## src/rtl/idu_pkg.sv

```systemverilog
// Shared opcode constants, queue entry type and source-register usage decode for the IDU.
// Storage fields are sized by IDU_ADDR_W/IDU_DATA_W; the queue's width parameters default to these.
package idu_pkg;

    localparam int IDU_ADDR_W = 32;
    localparam int IDU_DATA_W = 32;

    localparam logic [6:0] OP_LOAD   = 7'b0000011;
    localparam logic [6:0] OP_STORE  = 7'b0100011;
    localparam logic [6:0] OP_BRANCH = 7'b1100011;
    localparam logic [6:0] OP_OP     = 7'b0110011;
    localparam logic [6:0] OP_LUI    = 7'b0110111;
    localparam logic [6:0] OP_AUIPC  = 7'b0010111;
    localparam logic [6:0] OP_JAL    = 7'b1101111;

    typedef struct packed {
        logic [IDU_DATA_W-1:0] inst;
        logic [IDU_ADDR_W-1:0] pc;
    } iq_entry_t;

    // Returns {rs1_used, rs2_used} for the given opcode.
    function automatic logic [1:0] uses_rs(input logic [6:0] opcode);
        logic rs1;
        logic rs2;
        rs1 = !(opcode == OP_LUI || opcode == OP_AUIPC || opcode == OP_JAL);
        rs2 = (opcode == OP_BRANCH || opcode == OP_STORE || opcode == OP_OP);
        return {rs1, rs2};
    endfunction

endpackage

```

## src/rtl/idu_sb.sv

```systemverilog
// Load-use scoreboard: one pending bit per architectural register, x0 never pending.
// Lookup is combinational on registered state; set beats clear for the same register.
module idu_sb (
    input  logic       clk,
    input  logic       rst,
    input  logic       set_en,
    input  logic [4:0] set_addr,
    input  logic       clr_en,
    input  logic [4:0] clr_addr,
    input  logic [4:0] rs1_addr,
    input  logic [4:0] rs2_addr,
    output logic       rs1_busy,
    output logic       rs2_busy
);

    logic [31:1] sb;
    logic [31:0] sb_vec;

    assign sb_vec   = {sb, 1'b0};
    assign rs1_busy = sb_vec[rs1_addr];
    assign rs2_busy = sb_vec[rs2_addr];

    always_ff @(posedge clk) begin
        if (rst) begin
            sb <= '0;
        end else begin
            for (int i = 1; i < 32; i++) begin
                if (set_en && set_addr == 5'(i))
                    sb[i] <= 1'b1;
                else if (clr_en && clr_addr == 5'(i))
                    sb[i] <= 1'b0;
            end
        end
    end

endmodule

```

## src/rtl/idu_iq.sv

```systemverilog
// Fetch-to-decode instruction queue with load-use hold-off; enqueue-to-issue latency 1 cycle
// (0 with IDU_IQ_BYPASS_EN on an empty queue). if_ready drops only when full; issue waits on is_ready.
module idu_iq
    import idu_pkg::*;
#(
    parameter int IM_ADDR_LEN = IDU_ADDR_W,
    parameter int IM_DATA_LEN = IDU_DATA_W,
    parameter int IQ_DEPTH    = 4,
    parameter int CNT_W       = 16
) (
    input  logic                         clk,
    input  logic                         rst,
    input  logic                         if_valid,
    output logic                         if_ready,
    input  logic [IM_DATA_LEN-1:0]       if_inst,
    input  logic [IM_ADDR_LEN-1:0]       if_pc,
    input  logic                         flush,
    output logic                         is_valid,
    input  logic                         is_ready,
    output logic [IM_DATA_LEN-1:0]       is_inst,
    output logic [IM_ADDR_LEN-1:0]       is_pc,
    output logic [4:0]                   is_rs1_addr,
    output logic [4:0]                   is_rs2_addr,
    output logic [4:0]                   is_rd_addr,
    output logic                         is_load,
    output logic                         is_ill,
    input  logic                         wb_valid,
    input  logic [4:0]                   wb_rd,
    output logic                         hz_stall,
    output logic [$clog2(IQ_DEPTH):0]    iq_cnt,
    output logic [CNT_W-1:0]             stall_cnt
);

    localparam int AW = $clog2(IQ_DEPTH);
    localparam int PW = AW + 1;

    iq_entry_t       mem [IQ_DEPTH];
    iq_entry_t       head;
    logic [PW-1:0]   wr_ptr;
    logic [PW-1:0]   rd_ptr;
    logic            empty;
    logic            full;
    logic [1:0]      use_rs;
    logic            rs1_busy;
    logic            rs2_busy;
    logic            hz;
    logic            byp;
    logic            issue;
    logic            deq;
    logic            enq;

    assign empty = (wr_ptr == rd_ptr);
    assign full  = (wr_ptr[AW] != rd_ptr[AW]) && (wr_ptr[AW-1:0] == rd_ptr[AW-1:0]);
    assign head  = mem[rd_ptr[AW-1:0]];

`ifdef IDU_IQ_BYPASS_EN
    // On an empty queue the incoming instruction is presented directly.
    assign is_inst = empty ? if_inst : IM_DATA_LEN'(head.inst);
    assign is_pc   = empty ? if_pc   : IM_ADDR_LEN'(head.pc);
`else
    assign is_inst = IM_DATA_LEN'(head.inst);
    assign is_pc   = IM_ADDR_LEN'(head.pc);
`endif

    assign is_rs1_addr = is_inst[19:15];
    assign is_rs2_addr = is_inst[24:20];
    assign is_rd_addr  = is_inst[11:7];
    assign is_load     = (is_inst[6:0] == OP_LOAD);
    assign is_ill      = (is_inst[1:0] != 2'b11);
    assign use_rs      = uses_rs(is_inst[6:0]);

    idu_sb u_sb (
        .clk      (clk),
        .rst      (rst),
        .set_en   (issue && is_load && (is_rd_addr != 5'd0)),
        .set_addr (is_rd_addr),
        .clr_en   (wb_valid),
        .clr_addr (wb_rd),
        .rs1_addr (is_rs1_addr),
        .rs2_addr (is_rs2_addr),
        .rs1_busy (rs1_busy),
        .rs2_busy (rs2_busy)
    );

    assign hz = (use_rs[1] && rs1_busy) || (use_rs[0] && rs2_busy);

`ifdef IDU_IQ_BYPASS_EN
    assign byp = empty && !flush && if_valid && !hz;
`else
    assign byp = 1'b0;
`endif

    assign if_ready = !full;
    assign is_valid = !flush && ((!empty && !hz) || byp);
    assign hz_stall = !empty && hz;
    assign issue    = is_valid && is_ready;
    assign deq      = issue && !empty;
    // A bypassed instruction that is consumed immediately never occupies a slot.
    assign enq      = if_valid && if_ready && !flush && !(byp && is_ready);
    assign iq_cnt   = wr_ptr - rd_ptr;

    always_ff @(posedge clk) begin
        if (enq)
            mem[wr_ptr[AW-1:0]] <= '{inst: IDU_DATA_W'(if_inst), pc: IDU_ADDR_W'(if_pc)};
    end

    always_ff @(posedge clk) begin
        if (rst) begin
            wr_ptr <= '0;
            rd_ptr <= '0;
        end else if (flush) begin
            rd_ptr <= wr_ptr;
        end else begin
            if (enq)
                wr_ptr <= wr_ptr + 1'b1;
            if (deq)
                rd_ptr <= rd_ptr + 1'b1;
        end
    end

    always_ff @(posedge clk) begin
        if (rst)
            stall_cnt <= '0;
        else if (hz_stall && stall_cnt != '1)
            stall_cnt <= stall_cnt + 1'b1;
    end

endmodule

```

## config.mk

```make
export PLATFORM = sky130hd
export DESIGN_NAME = idu_iq
export DESIGN_NICKNAME = d
export VERILOG_FILES = /design/src/rtl/idu_pkg.sv /design/src/rtl/idu_sb.sv /design/src/rtl/idu_iq.sv
export SDC_FILE = /design/constraint.sdc
export NUM_CORES = 1
export LEC_CHECK = 0
export ABC_CLOCK_PERIOD_IN_PS = 7700
export BUFFER_PORTS_ARGS = -buffer_cell sky130_fd_sc_hd__buf_2
export CAP_MARGIN = 40
export CORE_ASPECT_RATIO = 1.4
export CORE_MARGIN = 1
export CORE_UTILIZATION = 50
export CTS_BUF_LIST = sky130_fd_sc_hd__clkbuf_4
export CTS_CLUSTER_DIAMETER = 150
export DETAILED_ROUTE_END_ITERATION = 16
export GPL_TIMING_DRIVEN = 0
export PLACE_DENSITY_LB_ADDON = 0.08
export SETUP_SLACK_MARGIN = 0.02
export SYNTH_ARGS = -nofsm -noshare
export SYNTH_HDL_FRONTEND = slang
export SYNTH_SLANG_ARGS = --single-unit
```

## constraint.sdc

```tcl
create_clock -name clk -period 7.7 [get_ports clk]
set_input_delay 1.155 -clock clk [delete_from_list [all_inputs] [get_ports clk]]
set_output_delay 1.155 -clock clk [all_outputs]
set_load 0.02 [all_outputs]
```

After elaboration in Yosys (flattened, before gate mapping)

Memory sizes are Yosys's and may differ from the RTL's. A register that Yosys moved wholly into a read port is not among the register bits.
Index checks and enable logic that the tools add are counted.

Input port bits: 75
Output and inout port bits: 103
RAM bits: 256
Bits in registers: 53
Logic and storage cells: 307
Memories: 1

Memories:

| name | depth | width | rd ports | clocked after memory_dff | write ports | line         | RTL |
|---|---|---|---|---|---|---|---|
| mem  | 4     | 64    | 1        | 1                        | 1           | idu_iq.sv:37 | `iq_entry_t mem [IQ_DEPTH];` |

Bitwise gates (word level): 1
Reduce and logical (&&, ||, !) cells: 119
Add/sub/neg operators: 4
Eq/ne operators: 74
Muxes and demuxes: 72
$lt $le $gt $ge: 2

Operator list:

| operator              | number |
|---|---|
| $eq 5x5->1 const B    | 32 |
| $eq 5x4->1 const B    | 16 |
| $logic_and 1x1->1     | 75 |
| $mux 1                | 66 |
| $reduce_bool 2->1     | 32 |
| $eq 5x3->1 const B    | 8 |
| $eq 7x6->1 const B    | 3 |
| $eq 5x2->1 const B    | 4 |
| $add 16x1->16 const B | 1 |
| $ne 16x16->1 const B  | 1 |
| $eq 7x7->1 const B    | 2 |
| $lt 5x6->1 const B    | 2 |
| $bmux 1 s5            | 2 |
| $eq 5x1->1 const B    | 2 |
| $eq 7x2->1 const B    | 1 |
| $eq 7x5->1 const B    | 1 |
| $add 3x1->3 const B   | 2 |
| $mux 3                | 2 |
| $logic_not 1->1       | 5 |
| $logic_or 1x1->1      | 5 |
| $reduce_bool 5->1     | 1 |
| $mux 2                | 2 |
| $eq 3x3->1            | 1 |
| $sub 3x3->3           | 1 |
| other kinds (5)       | 5 |

Longest topological paths before layout

Depth after elaboration: 15
Gate-level depth with buffers: 14
Gate-level depth less buffers: 9

Cells and area by module

From an unflattened synthesis, not the netlist that was laid out.

Cell total of the unflattened synthesis: 757
Area, all modules: 12,779.8 um2

Modules (own cells, without submodules):

| module | cells an instance | seq. area each (um2) | area each (um2) | times used |
|---|---|---|---|---|
| idu_iq | 517               | 8,167.8              | 10,855.4        | 1 |
| idu_sb | 240               | 620.6                | 1,924.3         | 1 |

Least setup slack after synthesis

Ideal clock, no wire load.

Kind: register to output
Start point: register with a tool-made name
End point: output port is_valid
Cell stages (with the launch flop): 12
Data arrival time: 2,983 ps
Setup slack: 3,562 ps
Path through: dfxtp_1 buf_6 buf_6 mux4_2 buf_4 mux2_1 o211ai_1 o21ai_0 o211ai_2 nand2_1 clkbuf_1 nor3_1

RTL lines:

| item      | line         | RTL |
|---|---|---|
| to (decl) | idu_iq.sv:18 | `output logic is_valid,` |

==> impl_metrics.toml <==
[status]
status = "finished, final reports clean"

[die]
die_x_microns = 137
die_area_sq_um = 26200
num_rows = 68
ios = 178
die_y_microns = 191
start_util = 0.515
core_area_sq_um = 24800

[drt]
ant_nets = 0
vias = 7841
drc_errors = 0
wl_microns = 28400
wire_per_inst_microns = 20.5
viasPerCell = 5.67
drtPass1Iterations = 5
drtIter0Drc = 349

[synth]
syn-num-nets = 831
synth-xor-area-share = 0.00548
syn_area_sq_um = 12800
synth_top_family_by_area = "multiplexers"
syn_area_per_cell_sq_um = 17.1
yosys.area.top_type = "edfxtp_1"
synthAdderAreaFrac = 0.00939
ys_ff_latch = 311
ys_seq_area_frac = 0.687
syn_inst = 747
yosysWarnings = 0
ys.flop_type = "edfxtp_1"
async_reset_ff_frac = 0
synthTopCellsByArea = "edfxtp_1 (60%), mux4_2 (12%), dfxtp_1 (8.6%)"
synth_top_area_share = 0.601
synth_cell_types = 59
synthMuxAreaShare = 0.151
synth_compound_area_frac = 0.0478
synth_edf_count = 256
synth-simple-area-share = 0.0717

[global_routing]
grt_max_degree = 38
antenna_found_initial = 5
grt_pass1_vias = 8341
grt_overflow = 0
grt_pass1_wl_microns = 43600
gr-usage-all-layers = 0.226

[power_and_ir_drop]
p_sw_frac = 0.255
p_leak_nw = 5.34
internal_power_mw = 2.64
total_power_mw = 3.54
switchingPower_mw = 0.902
pwr-share-comb = 0.129
seq_power_share = 0.527
p_per_area_nw_per_um2 = 235
vdd.ir_drop.worst_mv = 0.230
power_frac_clock = 0.345

[critical_path]
reg2reg_depth = 13
cp.required_ps = 6550
ff2ff_setup_slack_ps = 4040
timing.rr.end = "stall_cnt[14]"
worstPathMaxFanout = 10
cp-start-kind = "flop"
worstSetupEndpointType = "primary output"
worst_ep_arrival_time_ps = 4360
critical_path_class = "flop to primary output"

[clock_tree]
clockBufferDepth = 3
root_buffer = "clkbuf_4"
cts_setup_buffers = 0
ctsResizeCount = 0
cts_inserted_buffers = 76
cts.clk_slew.worst_paths_ps = 70
hold_buffers = 0
clkLatencyLatePin_ps = 690
h-tree-depth = 3
cts.sinks = 311
cts_tree = "built"

[finish]
fillCellCount = 2007
stdcell_count = 1383
area_growth_pct = 18.0
num-nets-final = 1093
final_area_sq_um = 15100
drive_gt1_frac = 0.379
multi_input_area_sq_um = 3660
regArea_sq_um = 8790

[place]
dp_hpwl_microns = 19500
io_buffers = 176
dp_cells = 1246
place_area_sq_um = 14200
place.gp.congestion = 0.890

[sta]
fin_worst_skew_ps = 59.0
final-hold-violation-count = 0
hold_slack_ps = 501
maxSlewHeadroom = 0.516
worst_pin_slew_ps = 725
rsz0062_at_grt = "false"
finalCritPeriodShare = 0.717
setup_viol = 0
period_minus_slack_ps = 5520
finalMaxSlewViolations = 0
finalSetupTns_ps = 0
clock.fmax_mhz = 181

[hold_path]
min_path_cells = 2
worst_hold_path_type = "flop to flop"
min_from = "stall_cnt[1]"
hold_end = "stall_cnt[1]"

[job]
drv_cap = 0
## power by group through the flow
stage,sequential [mW],combinational (mW),clock [mW]
2_1_floorplan,1.90,0.293,0
3_3_place_gp,1.90,0.444,0
3_5_place_dp,1.90,0.459,0
4_1_cts,1.87,0.461,1.27
5_1_grt,1.87,0.488,1.35
6_report,1.87,0.455,1.22
## critical path, cell delays in order (launching register included)
cell,delay (ps)
dfxtp_1,310
buf_2,280
buf_2,370
mux4_2,350
buf_4,210
mux2_1,320
o211ai_1,180
o21ai_0,200
o211ai_2,380
nand2_1,260
clkbuf_1,330
nor3_1,270
buf_2,210
## cell usage after synthesis, types with 3 or more instances
| cell | number |
|---|---|
| edfxtp_1 | 256 |
| mux4_2 | 66 |
| dfxtp_1 | 55 |
| nand2_1 | 46 |
| mux2i_1 | 27 |
| nand3_1 | 26 |
| o21ai_0 | 23 |
| nor2_1 | 19 |
| buf_4 | 17 |
| clkbuf_1 | 16 |
| o31ai_1 | 14 |
| o211ai_1 | 13 |
| nor2b_1 | 12 |
| and2_1 | 9 |
| nor3_1 | 9 |
| ha_1 | 8 |
| inv_1 | 8 |
| xnor2_1 | 8 |
| and3_1 | 7 |
| mux2_1 | 7 |
| a21oi_1 | 6 |
| a31oi_1 | 6 |
| buf_1 | 6 |
| buf_6 | 6 |
| mux2_2 | 6 |
| nand2b_1 | 6 |
| and4_1 | 5 |
| a2111oi_0 | 4 |
| a211oi_1 | 4 |
| buf_2 | 4 |
| nand4b_1 | 4 |
| nor3b_1 | 4 |
| o311ai_0 | 4 |
| nor4_1 | 3 |
| or4_1 | 3 |
## stage by stage
step | worst slack, ps | util
floorplan | 3560 | -
global placement | 2720 | 0.566
detailed placement | 2850 | 0.572
CTS | 2050 | 0.607
global route | 1840 | 0.607
finish | 2180 | 0.607
## cell type report
type	count	share of cell area
sequential	311	0.582
multi-input combinational	377	0.243
timing repair buffer	184	0.0669
clock buffer	100	0.0498
tap	315	0.0261
buffer	50	0.0207
clock inverter	33	0.00846
inverter	9	0.00224
antenna	4	0.000663
## registers in the layout, summed over array words and instances, names as in the netlist, named ones only
signal,flops
mem,256
u_sb.sb,31
stall_cnt,16
rd_ptr,3
wr_ptr,3
## logic make-up (layout without fill, tap and decap cells)
family | after synthesis | count (layout)
mux | 108 | 108
other cells | 0 | 4
flops | 311 | 311
buf+inv | 59 | 376
xor+xnor | 8 | 8
fa+ha+maj | 9 | 9
simple gates | 166 | 166
compound gates | 86 | 86
## placed cells by master (no fill, tap or decap), types with 5 or more instances in the layout
cell type  Yosys  routed
nand2b_1       6       6
mux2_2         6       6
o211ai_1      13      13
nor2b_1       12      12
mux2_1         7       7
and2_1         9       5
edfxtp_1     256     256
buf_1          6       6
o21ai_0       23      23
xnor2_1        8       8
nand2_1       46      46
clkbuf_1      16      16
clkinv_1       1      30
a31oi_1        6       6
and3_1         7       7
and4_1         5       5
o31ai_1       14      14
nor2_1        19      19
inv_1          8       8
nand3_1       26      26
clkbuf_4       0     100
mux4_2        66      66
buf_6          6       9
buf_4         17      17
buf_2          4     180
mux2i_1       27      27
ha_1           8       8
nor3_1         9       9
a21oi_1        6       6
dfxtp_1       55      55
## per-layer routing
metal	GRT usage	vias to the layer above	routed length, microns
li1	-	3571	-
met1	0.235	3943	10300
met2	0.404	257	15200
met3	0.0583	68	1690
met4	0.136	2	1220
met5	0	-	11
## worst max-delay path by stage
stage / slack (ps) / startpoint / end
6_report: 2180 / flop / is_valid
5_1_grt: 1840 / flop / is_valid
4_1_cts: 2050 / flop / is_valid
3_5_place_dp: 2850 / flop / is_valid
3_3_place_gp: 2720 / flush / mem[3][27]
2_1_floorplan: 3560 / flop / is_valid
Power figures use the tool's default switching activity.
